File: config.mk
export PLATFORM = sky130hd
export DESIGN_NAME = prv32_alu_decode_stage
export DESIGN_NICKNAME = d
export VERILOG_FILES = /design/src/rtl/prv32_alu_decode_stage_pkg.sv /design/src/rtl/prv32_inst_decode.sv /design/src/rtl/prv32_alu_decode_stage.sv
export SDC_FILE = /design/constraint.sdc
export NUM_CORES = 1
export LEC_CHECK = 0
export ABC_AREA = 0
export CORE_UTILIZATION = 40
export CTS_BUF_LIST = sky130_fd_sc_hd__clkbuf_8
export DETAILED_ROUTE_END_ITERATION = 7
export PLACE_DENSITY = 0.82
export SETUP_SLACK_MARGIN = 0.05
export SLEW_MARGIN = 20
export SYNTH_ARGS = -nofsm -noshare
export SYNTH_HDL_FRONTEND = slang
export SYNTH_SLANG_ARGS = --single-unit
export TNS_END_PERCENT = 1
File: constraint.sdc
create_clock -name clk -period 1.42 [get_ports clk]
set_input_delay 0.142 -clock clk [delete_from_list [all_inputs] [get_ports clk]]
set_output_delay 0.142 -clock clk [all_outputs]
set_load 0.05 [all_outputs]
File: src/rtl/prv32_alu_decode_stage_pkg.sv
// Shared decode definitions for the ID stage: opcodes, ALU function codes,
// immediate formats and the decoded control bundle.
package prv32_alu_decode_stage_pkg;

    localparam logic [6:0] OPC_OP     = 7'b0110011;
    localparam logic [6:0] OPC_OPIMM  = 7'b0010011;
    localparam logic [6:0] OPC_LUI    = 7'b0110111;
    localparam logic [6:0] OPC_AUIPC  = 7'b0010111;
    localparam logic [6:0] OPC_LOAD   = 7'b0000011;
    localparam logic [6:0] OPC_STORE  = 7'b0100011;
    localparam logic [6:0] OPC_BRANCH = 7'b1100011;
    localparam logic [6:0] OPC_JAL    = 7'b1101111;
    localparam logic [6:0] OPC_JALR   = 7'b1100111;

    localparam logic [3:0] ALU_ADD   = 4'b0000;
    localparam logic [3:0] ALU_SUB   = 4'b0001;
    localparam logic [3:0] ALU_PASSB = 4'b0011;
    localparam logic [3:0] ALU_OR    = 4'b0100;
    localparam logic [3:0] ALU_AND   = 4'b0101;
    localparam logic [3:0] ALU_XOR   = 4'b0111;
    localparam logic [3:0] ALU_SRL   = 4'b1000;
    localparam logic [3:0] ALU_SLL   = 4'b1001;
    localparam logic [3:0] ALU_SRA   = 4'b1010;
    localparam logic [3:0] ALU_SLT   = 4'b1101;
    localparam logic [3:0] ALU_SLTU  = 4'b1111;

    typedef enum logic [2:0] {
        IMM_NONE,
        IMM_I,
        IMM_S,
        IMM_B,
        IMM_U,
        IMM_J
    } imm_fmt_e;

    typedef struct packed {
        logic [3:0]  alufn;
        logic        itype;
        logic [4:0]  shamt;
        logic [31:0] imm;
        logic        a_pc;
        logic        b_imm;
        logic [4:0]  rs1;
        logic [4:0]  rs2;
        logic [4:0]  rd;
        logic        reg_wr;
        logic        branch;
        logic [2:0]  funct3;
        logic        illegal;
    } dec_ctrl_t;

    // OP and OP-IMM share the funct3 map; alt selects SUB/SRA.
    function automatic logic [3:0] op_alufn(input logic [2:0] f3, input logic alt);
        logic [3:0] fn;
        case (f3)
            3'b000:  fn = alt ? ALU_SUB : ALU_ADD;
            3'b001:  fn = ALU_SLL;
            3'b010:  fn = ALU_SLT;
            3'b011:  fn = ALU_SLTU;
            3'b100:  fn = ALU_XOR;
            3'b101:  fn = alt ? ALU_SRA : ALU_SRL;
            3'b110:  fn = ALU_OR;
            default: fn = ALU_AND;
        endcase
        return fn;
    endfunction

    function automatic logic [31:0] build_imm(input logic [31:0] inst, input imm_fmt_e fmt);
        logic [31:0] imm;
        case (fmt)
            IMM_I:   imm = {{20{inst[31]}}, inst[31:20]};
            IMM_S:   imm = {{20{inst[31]}}, inst[31:25], inst[11:7]};
            IMM_B:   imm = {{19{inst[31]}}, inst[31], inst[7], inst[30:25], inst[11:8], 1'b0};
            IMM_U:   imm = {inst[31:12], 12'b0};
            IMM_J:   imm = {{11{inst[31]}}, inst[31], inst[19:12], inst[20], inst[30:21], 1'b0};
            default: imm = '0;
        endcase
        return imm;
    endfunction

endpackage

File: src/rtl/prv32_inst_decode.sv
// Combinational RV32I decoder: instruction word -> ALU control bundle.
module prv32_inst_decode
    import prv32_alu_decode_stage_pkg::*;
#(
    parameter bit FLAG_ILLEG = 1'b1
) (
    input  logic [31:0] inst_i,
    output dec_ctrl_t   ctrl_o
);

    logic [6:0] opc;
    logic [2:0] funct3;
    logic [6:0] funct7;
    logic [3:0] alufn;
    logic       itype;
    logic       a_pc;
    logic       b_imm;
    logic       branch;
    logic       wr;
    logic       legal;
    imm_fmt_e   fmt;

    assign opc    = inst_i[6:0];
    assign funct3 = inst_i[14:12];
    assign funct7 = inst_i[31:25];

    always_comb begin
        alufn  = ALU_ADD;
        itype  = 1'b0;
        a_pc   = 1'b0;
        b_imm  = 1'b0;
        branch = 1'b0;
        wr     = 1'b0;
        legal  = 1'b1;
        fmt    = IMM_NONE;
        if (inst_i[1:0] != 2'b11) begin
            legal = 1'b0;
        end else begin
            case (opc)
                OPC_OP: begin
                    alufn = op_alufn(funct3, inst_i[30]);
                    wr    = 1'b1;
                    legal = (funct7 == 7'b0000000) ||
                            (funct7 == 7'b0100000 && (funct3 == 3'b000 || funct3 == 3'b101));
                end
                OPC_OPIMM: begin
                    // Only shifts look at inst[30]; ADDI with bit 30 set is still ADD.
                    alufn = op_alufn(funct3, (funct3 == 3'b101) ? inst_i[30] : 1'b0);
                    b_imm = 1'b1;
                    wr    = 1'b1;
                    fmt   = IMM_I;
                    if (funct3 == 3'b001 || funct3 == 3'b101) begin
                        itype = 1'b1;
                        legal = (funct7 == 7'b0000000) || (funct7 == 7'b0100000);
                    end
                end
                OPC_LUI: begin
                    alufn = ALU_PASSB;
                    b_imm = 1'b1;
                    wr    = 1'b1;
                    fmt   = IMM_U;
                end
                OPC_AUIPC: begin
                    a_pc  = 1'b1;
                    b_imm = 1'b1;
                    wr    = 1'b1;
                    fmt   = IMM_U;
                end
                OPC_LOAD: begin
                    b_imm = 1'b1;
                    wr    = 1'b1;
                    fmt   = IMM_I;
                end
                OPC_STORE: begin
                    b_imm = 1'b1;
                    fmt   = IMM_S;
                end
                OPC_BRANCH: begin
                    alufn  = ALU_SUB;
                    branch = 1'b1;
                    fmt    = IMM_B;
                    legal  = (funct3 != 3'b010) && (funct3 != 3'b011);
                end
                OPC_JAL: begin
                    a_pc  = 1'b1;
                    b_imm = 1'b1;
                    wr    = 1'b1;
                    fmt   = IMM_J;
                end
                OPC_JALR: begin
                    b_imm = 1'b1;
                    wr    = 1'b1;
                    fmt   = IMM_I;
                end
                default: legal = 1'b0;
            endcase
        end
    end

    // Illegal encodings collapse to an ADD that writes nothing.
    always_comb begin
        ctrl_o        = '0;
        ctrl_o.shamt  = inst_i[24:20];
        ctrl_o.rs1    = inst_i[19:15];
        ctrl_o.rs2    = inst_i[24:20];
        ctrl_o.rd     = inst_i[11:7];
        ctrl_o.funct3 = funct3;
        if (legal) begin
            ctrl_o.alufn  = alufn;
            ctrl_o.itype  = itype;
            ctrl_o.imm    = build_imm(inst_i, fmt);
            ctrl_o.a_pc   = a_pc;
            ctrl_o.b_imm  = b_imm;
            ctrl_o.branch = branch;
            ctrl_o.reg_wr = wr && (inst_i[11:7] != 5'd0);
        end else begin
            ctrl_o.illegal = FLAG_ILLEG;
        end
    end

endmodule

File: src/rtl/prv32_alu_decode_stage.sv
// ID stage: decodes the fetched instruction and holds it in a single-entry
// valid/ready register in front of execute.
module prv32_alu_decode_stage #(
    parameter logic [31:0] RESET_PC   = 32'h0000_0000,
    parameter bit          FLAG_ILLEG = 1'b1
) (
    input  logic        clk,
    input  logic        rst_n,
    input  logic        in_valid,
    output logic        in_ready,
    input  logic [31:0] in_inst,
    input  logic [31:0] in_pc,
    input  logic        flush,
    output logic        out_valid,
    input  logic        out_ready,
    output logic [3:0]  out_alufn,
    output logic        out_itype,
    output logic [4:0]  out_shamt,
    output logic [31:0] out_imm,
    output logic        out_a_pc,
    output logic        out_b_imm,
    output logic [4:0]  out_rs1,
    output logic [4:0]  out_rs2,
    output logic [4:0]  out_rd,
    output logic        out_reg_wr,
    output logic        out_branch,
    output logic [2:0]  out_funct3,
    output logic [31:0] out_pc,
    output logic        out_illegal
);
    import prv32_alu_decode_stage_pkg::*;

    dec_ctrl_t   ctrl_d;
    dec_ctrl_t   ctrl_q;
    logic        valid_q;
    logic [31:0] pc_q;
    logic        accept;

    prv32_inst_decode #(
        .FLAG_ILLEG(FLAG_ILLEG)
    ) u_dec (
        .inst_i (in_inst),
        .ctrl_o (ctrl_d)
    );

    assign in_ready = !valid_q || out_ready;
    assign accept   = in_valid && in_ready && !flush;

    always_ff @(posedge clk or negedge rst_n) begin
        if (!rst_n) begin
            valid_q <= 1'b0;
            ctrl_q  <= '0;
            pc_q    <= RESET_PC;
        end else begin
            if (flush) begin
                valid_q <= 1'b0;
            end else if (accept) begin
                valid_q <= 1'b1;
            end else if (out_ready) begin
                valid_q <= 1'b0;
            end
            if (accept) begin
                ctrl_q <= ctrl_d;
                pc_q   <= in_pc;
            end
        end
    end

    assign out_valid   = valid_q;
    assign out_alufn   = ctrl_q.alufn;
    assign out_itype   = ctrl_q.itype;
    assign out_shamt   = ctrl_q.shamt;
    assign out_imm     = ctrl_q.imm;
    assign out_a_pc    = ctrl_q.a_pc;
    assign out_b_imm   = ctrl_q.b_imm;
    assign out_rs1     = ctrl_q.rs1;
    assign out_rs2     = ctrl_q.rs2;
    assign out_rd      = ctrl_q.rd;
    assign out_reg_wr  = ctrl_q.reg_wr;
    assign out_branch  = ctrl_q.branch;
    assign out_funct3  = ctrl_q.funct3;
    assign out_pc      = pc_q;
    assign out_illegal = ctrl_q.illegal;

endmodule
==> results of run 1 <==
state kept, by name, summed over array words and instances (netlist names):
register     cells
out_branch       1
out_rd           5
out_a_pc         1
out_valid        1
out_imm         32
out_rs2          5
out_reg_wr       1
out_itype        1
out_funct3       3
out_pc          32
out_b_imm        1
out_illegal      1
out_alufn        4
out_rs1          5
stage by stage:
step / power [mW] / instances / hold WS (ps) / instance area, sq um / setup WS, ps
floorplan: 4.461 / 340 / -153.6 / 4108 / -357.4
global route: 7.408 / 696 / 133.6 / 6726 / -302.9
detailed placement: 5.407 / 670 / 230.9 / 6265 / -963.7
CTS: 7.131 / 696 / 111.3 / 6689 / -318.1
global placement: 5.351 / 670 / 225.0 / 6265 / -866.6
finish: 7.115 / 696 / 130.1 / 6726 / -270.4
logic make-up after synthesis:
logic type | synth area share
xor gates and xnor gates | 0.006413
buffers and inverters | 0.04183
muxes | 0.1344
and+or+nand+nor | 0.07634
DFF | 0.5679
AOI/OAI and AO/OA | 0.1731
placed cells by master, fill, tap and decap left out, types with 4 or more instances in the layout:
cell,count
o21ai_0,10
nor2_1,7
inv_1,6
nand2_1,38
buf_4,135
dfrtp_1,92
buf_6,9
dlygate4sd2_1,4
a32o_1,10
a21oi_1,26
clkbuf_8,9
buf_12,22
clkdlybuf4s50_1,56
o21ai_2,25
a22o_1,8
mux2_2,39
a22oi_1,5
mux2_4,9
worst register-to-register path: stages, from the launching register on:
cell and delay [ps]:
dfrtp_2 440, nand2b_4 90, nand3b_4 140, buf_12 200, a21oi_4 210, clkbuf_16 200, a32o_1 150
per-layer routing:
layer | part of all wire | wire, um | up-vias
met3 | 0.053 | 637 | 15
met2 | 0.53 | 6299 | 119
li1 | - | - | 1662
met4 | 0.016 | 196 | 0
met1 | 0.40 | 4804 | 1812
met5 | 0 | 0 | -
cell type report:
type,instances,area (sq um)
well taps,133,166.4
inverters,6,22.52
multi-input cells,214,1769
clock buffers,9,123.9
repair buffers,234,2253
fillers,712,3138
flip-flops and latches,93,2328
clock inverters,7,62.56
final timing paths:
kind,from,endpoint,slack [ps],cells after the start
max in group asynchronous,rst_n,out_valid,650,3
setup / recovery,in_inst[25],out_imm[7],-270,8
setup reg to reg,out_valid,out_imm[7],-60,6
hold reg to reg,out_imm[11],out_imm[11],490,2
min in group asynchronous,rst_n,out_alufn[3],370,3
hold / removal,in_inst[26],out_imm[6],130,3
power groups by stage:
stage	registers [mW]	clock network [mW]	logic (mW)
final	3.04	1.70	2.38
after CTS	3.04	1.75	2.34
after global routing	3.06	1.86	2.48
after detailed placement	3.09	0	2.32
after floorplan	3.95	0	0.508
after global placement	3.07	0	2.28
timing repair:
action | CTS | global route
gates cloned | 3 | 1
buffers inserted | 6 | 3
hold endpoints to repair | 93 | 0
pin swaps | 33 | 12
setup endpoints to repair | 41 | 58
hold buffers | 1 | 0
resized for setup | 53 | 21
==> out/summary.txt, run 1 <==
Fmax - 591.6 MHz
Sw power - 2.640 mW
Mapped Nets - 409
CTS tree - built
HP Class - in -> reg
GRT Total Usage - 0.2232
GRT busiest layer - met2
Post-DR wirelength/cell - 17.15 um
Clock Latency Late Sink - 360 ps
Max IR drop VDD - 0.0006535 V
Drt drc - 0
Vias in the first global route - 3596
H-tree depth - 3
Share of layout cells above drive strength 1 - 0.4973
Violated checks - negative setup slack
Post-layout worst setup margin - -270.4 ps
Ports - 168
Final setup viols - 41
TritonCTS buffer count - 9
Root Driver - clkbuf_8
Sequential share of power - 0.427
Post-synthesis register bit count - 93
Least-Margin Pin Slew - 502.8 ps
Clk buf depth - 2
RSZ-0062 raised after global routing - true
M3 GR Usage - 0.04906
Met2 Use GR - 0.3903
Worst relative slew slack - 0.6633
First-pass GRT wire length - 17800 um
Critical path cell sequence - buf_6 > or4_4 > o311ai_4 > o2111ai_2 > buf_4 > a21oi_4 > clkbuf_16 > a32o_1
Final hold violations - 0
DP HPWL - 8454 um
Delay-heaviest family, CP - compound AO/OA/AOI/OAI gates
Area growth syn-to-layout - 64.15%
Post-Syn Area per Cell - 12.05 sq um
Post-synthesis sequential area ratio - 0.5679
N_diodes - 0
Gate Count Post-Synth - 340
Max cap viols - 0
First DRT Iteration DRCs - 130
Vias per cell - 5.184
Die area - 0.01065 sq mm
Die height - 103.2 um
LEAKAGE - 3.094 nW
Internal power - 4.475 mW
Critical path arrival - 2000 ps
Via count - 3608
Crit path largest cell delay - 580 ps
CP Class - in -> reg
Largest net degree at the start of global routing - 94
Clock Skews - 5.152 ps
Count leader, synth - dfrtp_1
Slowest-stage cell, CP - or4_4
Die X - 103.2 um
GPL Wtd Cong - 0.9100
Unique masters post-synth - 43
Setup TNS - -9151 ps
Final Cycle Share - 1.190
WP buf/inv - 3
Yosys warnings - 0
Core Box Area - 0.009864 sq mm
Post-synth ARST share - 1.000
Grt met1 use - 0.2752
EDFF count, synth - 0
CP Launch Type - primary input
GR Overflow Total - 0
Number of iterations in the first detailed-routing pass - 4
Commonest cells post-synth - 93 x dfrtp_1, 48 x mux2_2, 38 x nand2_1
FP Rows - 36
Clock power frac - 0.239
Run status - finished with violations
Sw Ratio - 0.3711
Antenna violations before repair - 0
Synthesized area - 0.004098 sq mm
Post-route ant nets - 0
Yosys top cell by area - dfrtp_1
Clock slew at reported path FFs - 100 ps
CP Capture Type - flop
Final Util - 0.6819
# port buffers - 167
NumNets Final - 627
Initial core utilization - 0.4154
CP Max Fanout - 7
Top cell type's share of synthesized area - 0.5679
Fin crit period - 1690 ps
Max Slew Vio Count - 0
Crit path required time - 1730 ps
Final wirelength - 11940 um
# clock sinks - 93
Most used DFF post-synth - dfrtp_1
Largest cells by area after synthesis - dfrtp_1 57%, mux2_2 13%, o21ai_2 4.3%
Power per cell area - 1058 mW/mm^2
Gate power share - 0.334
(Power assumes the default switching activity.)
==> inputs of run 2 (changes only) <==
--- a/config.mk
+++ b/config.mk
@@ -6,6 +6,7 @@
 export NUM_CORES = 1
 export LEC_CHECK = 0
 export ABC_AREA = 0
+export CORE_MARGIN = 8
 export CORE_UTILIZATION = 40
 export CTS_BUF_LIST = sky130_fd_sc_hd__clkbuf_8
 export DETAILED_ROUTE_END_ITERATION = 7
==> run 2 against run 1 <==
  * The flow still finishes with violations (negative setup slack)
  * Clock skew is 1.0 ps higher
  * First-iteration DRC count is 65% higher
  * Non-clock buffer count is 1 higher
  * Power is 0.25% higher
  * Die area is 29% higher
  * Core utilization is 2.9 points lower
  * Largest cell class unchanged
==> out/summary.txt, run 2 (synthesized netlist as in run 1, its figures left out) <==
Antenna violations before repair - 0
Setup TNS - -7757 ps
Clock slew at reported path FFs - 80 ps
Internal power - 4.631 mW
Reg area - 0.002328 sq mm
# clock sinks - 93
Fin crit period - 1643 ps
Max Slew Vio Count - 0
Core Box Area - 0.01014 sq mm
Sequential share of power - 0.426
Reg2reg end - out_imm[6]
First DRT Iteration DRCs - 215
First-pass GRT wire length - 19480 um
Clock Skews - 6.150 ps
Final hold violations - 0
Vias per cell - 5.191
HP Class - in -> reg
Drt drc - 0
NumNets Final - 628
Final Non-Filler Cells - 700
Met2 Use GR - 0.3229
Worst relative slew slack - 0.6668
Delay-heaviest family, CP - compound AO/OA/AOI/OAI gates
Final Cycle Share - 1.157
CTS tree - built
CP Launch Type - primary input
M3 GR Usage - 0.03489
Clock power frac - 0.243
Reg2Reg Setup Slack - 0 ps
Grt met1 use - 0.2073
N_diodes - 0
Crit path largest cell delay - 560 ps
Clk buf depth - 2
Worst R2R Start - out_valid
Share of layout cells above drive strength 1 - 0.4911
Violated checks - negative setup slack
GRT Total Usage - 0.1825
Placed Cells - 682
Power per cell area - 1078 mW/mm^2
Total power - 7.133 mW
Max cap viols - 0
Worst Hold Depth - 3
Commonest non-fill, non-tap cell in the layout - buf_4
Crit path required time - 1700 ps
DP HPWL - 9707 um
Hold WS - 138.8 ps
Vias in the first global route - 3858
Ports - 168
Final setup viols - 41
GR Overflow Total - 0
Post-layout worst setup margin - -223.0 ps
Post-DR wirelength/cell - 18.04 um
Worst Hold End - out_imm[7]
Fillers - 769
Hold path start - in_inst[27]
Most frequent cells in the layout - 144 x buf_4, 92 x dfrtp_1, 58 x clkdlybuf4s50_1, 47 x mux2_2, 38 x nand2_1
GPL Wtd Cong - 0.8826
Slowest-stage cell, CP - or4_4
Final wirelength - 12630 um
Clock Latency Late Sink - 360 ps
Gate power share - 0.332
LEAKAGE - 3.040 nW
Sw Ratio - 0.3508
WP buf/inv - 2
Die X - 117.2 um
Fmax - 608.6 MHz
Worst r2r path cells - 6
H-tree depth - 3
Sw power - 2.502 mW
Run status - finished with violations
CP Class - in -> reg
CP Capture Type - flop
Critical path cell sequence - buf_6 > or4_4 > o311ai_4 > o2111ai_2 > a211o_4 > buf_12 > o21ai_2
Die area - 0.01374 sq mm
# port buffers - 167
Number of iterations in the first detailed-routing pass - 5
CP Max Fanout - 7
Post-route ant nets - 0
TritonCTS buffer count - 9
Root Driver - clkbuf_8
FP Rows - 37
Via count - 3634
Largest net degree at the start of global routing - 94
Multi-input gate area - 0.001722 sq mm
Max IR drop VDD - 0.0005718 V
Critical path arrival - 1930 ps
Initial core utilization - 0.4042
Die height - 117.2 um
GRT busiest layer - met2
Least-Margin Pin Slew - 499.9 ps
RSZ-0062 raised after global routing - true
Area growth syn-to-layout - 61.53%
Worst setup path start - in_inst[27]
[run 2: cell type report]
type	instances	share of cell area
clock inverter	6	0.008318
sequential	93	0.3518
clock buffer	10	0.02079
tap	136	0.02571
multi-input combinational	214	0.2601
inverter	6	0.003403
timing repair buffer	235	0.3299
[run 2: how the worst max path moves through the flow]
stage                       end  cells past startpoint
finish              out_imm[24]                      7
global route        out_imm[24]                      7
CTS                 out_imm[24]                      7
detailed placement   out_imm[4]                      7
global placement     out_imm[4]                      7
floorplan           out_imm[12]                      6
[run 2: metrics by stage]
| step | instance area (sq um) | setup WS [ps] | utilization |
|---|---|---|---|
| 2_1_floorplan | 4108 | -357.4 | - |
| 3_3_place_gp | 6274 | -857.3 | 0.6188 |
| 3_5_place_dp | 6274 | -964.4 | 0.6188 |
| 4_1_cts | 6586 | -248.3 | 0.6496 |
| 5_1_grt | 6619 | -271.4 | 0.6528 |
| 6_report | 6619 | -223.0 | 0.6528 |
[run 2: power by group through the flow]
stage               clock network (mW)  logic (mW)  registers (mW)
floorplan                            0       0.508            3.95
global placement                     0        2.33            3.07
detailed placement                   0        2.36            3.09
CTS                               1.79        2.38            3.04
global route                      1.90        2.46            3.07
finish                            1.73        2.37            3.04
[run 2: repair_timing]
item                                    in CTS  in global routing
endpoints found under the setup margin      41                 44
pin swaps                                   41                  4
hold endpoints to repair                    93                  0
buffers inserted                             0                  0
resized for setup                           46                  7
hold buffers                                 1                  0
cloned                                       1                  0
[run 2: metal layers]
layer  wire length, um  up-vias
met3               880       21
li1                  -     1661
met5                 0        -
met2              6696      133
met4               336        0
met1              4716     1819
[run 2: worst min-delay path, cell delays in order]
cell	delay [ps]
buf_6	70
buf_4	100
a32o_1	150
==> inputs of run 3 (changes only) <==
--- a/config.mk
+++ b/config.mk
@@ -10,6 +10,7 @@
 export CORE_UTILIZATION = 40
 export CTS_BUF_LIST = sky130_fd_sc_hd__clkbuf_8
 export DETAILED_ROUTE_END_ITERATION = 7
+export GPL_ROUTABILITY_DRIVEN = 0
 export PLACE_DENSITY = 0.82
 export SETUP_SLACK_MARGIN = 0.05
 export SLEW_MARGIN = 20
==> results of run 3 <==
The final DEF is identical to that of run 2; final timing and power are the same.
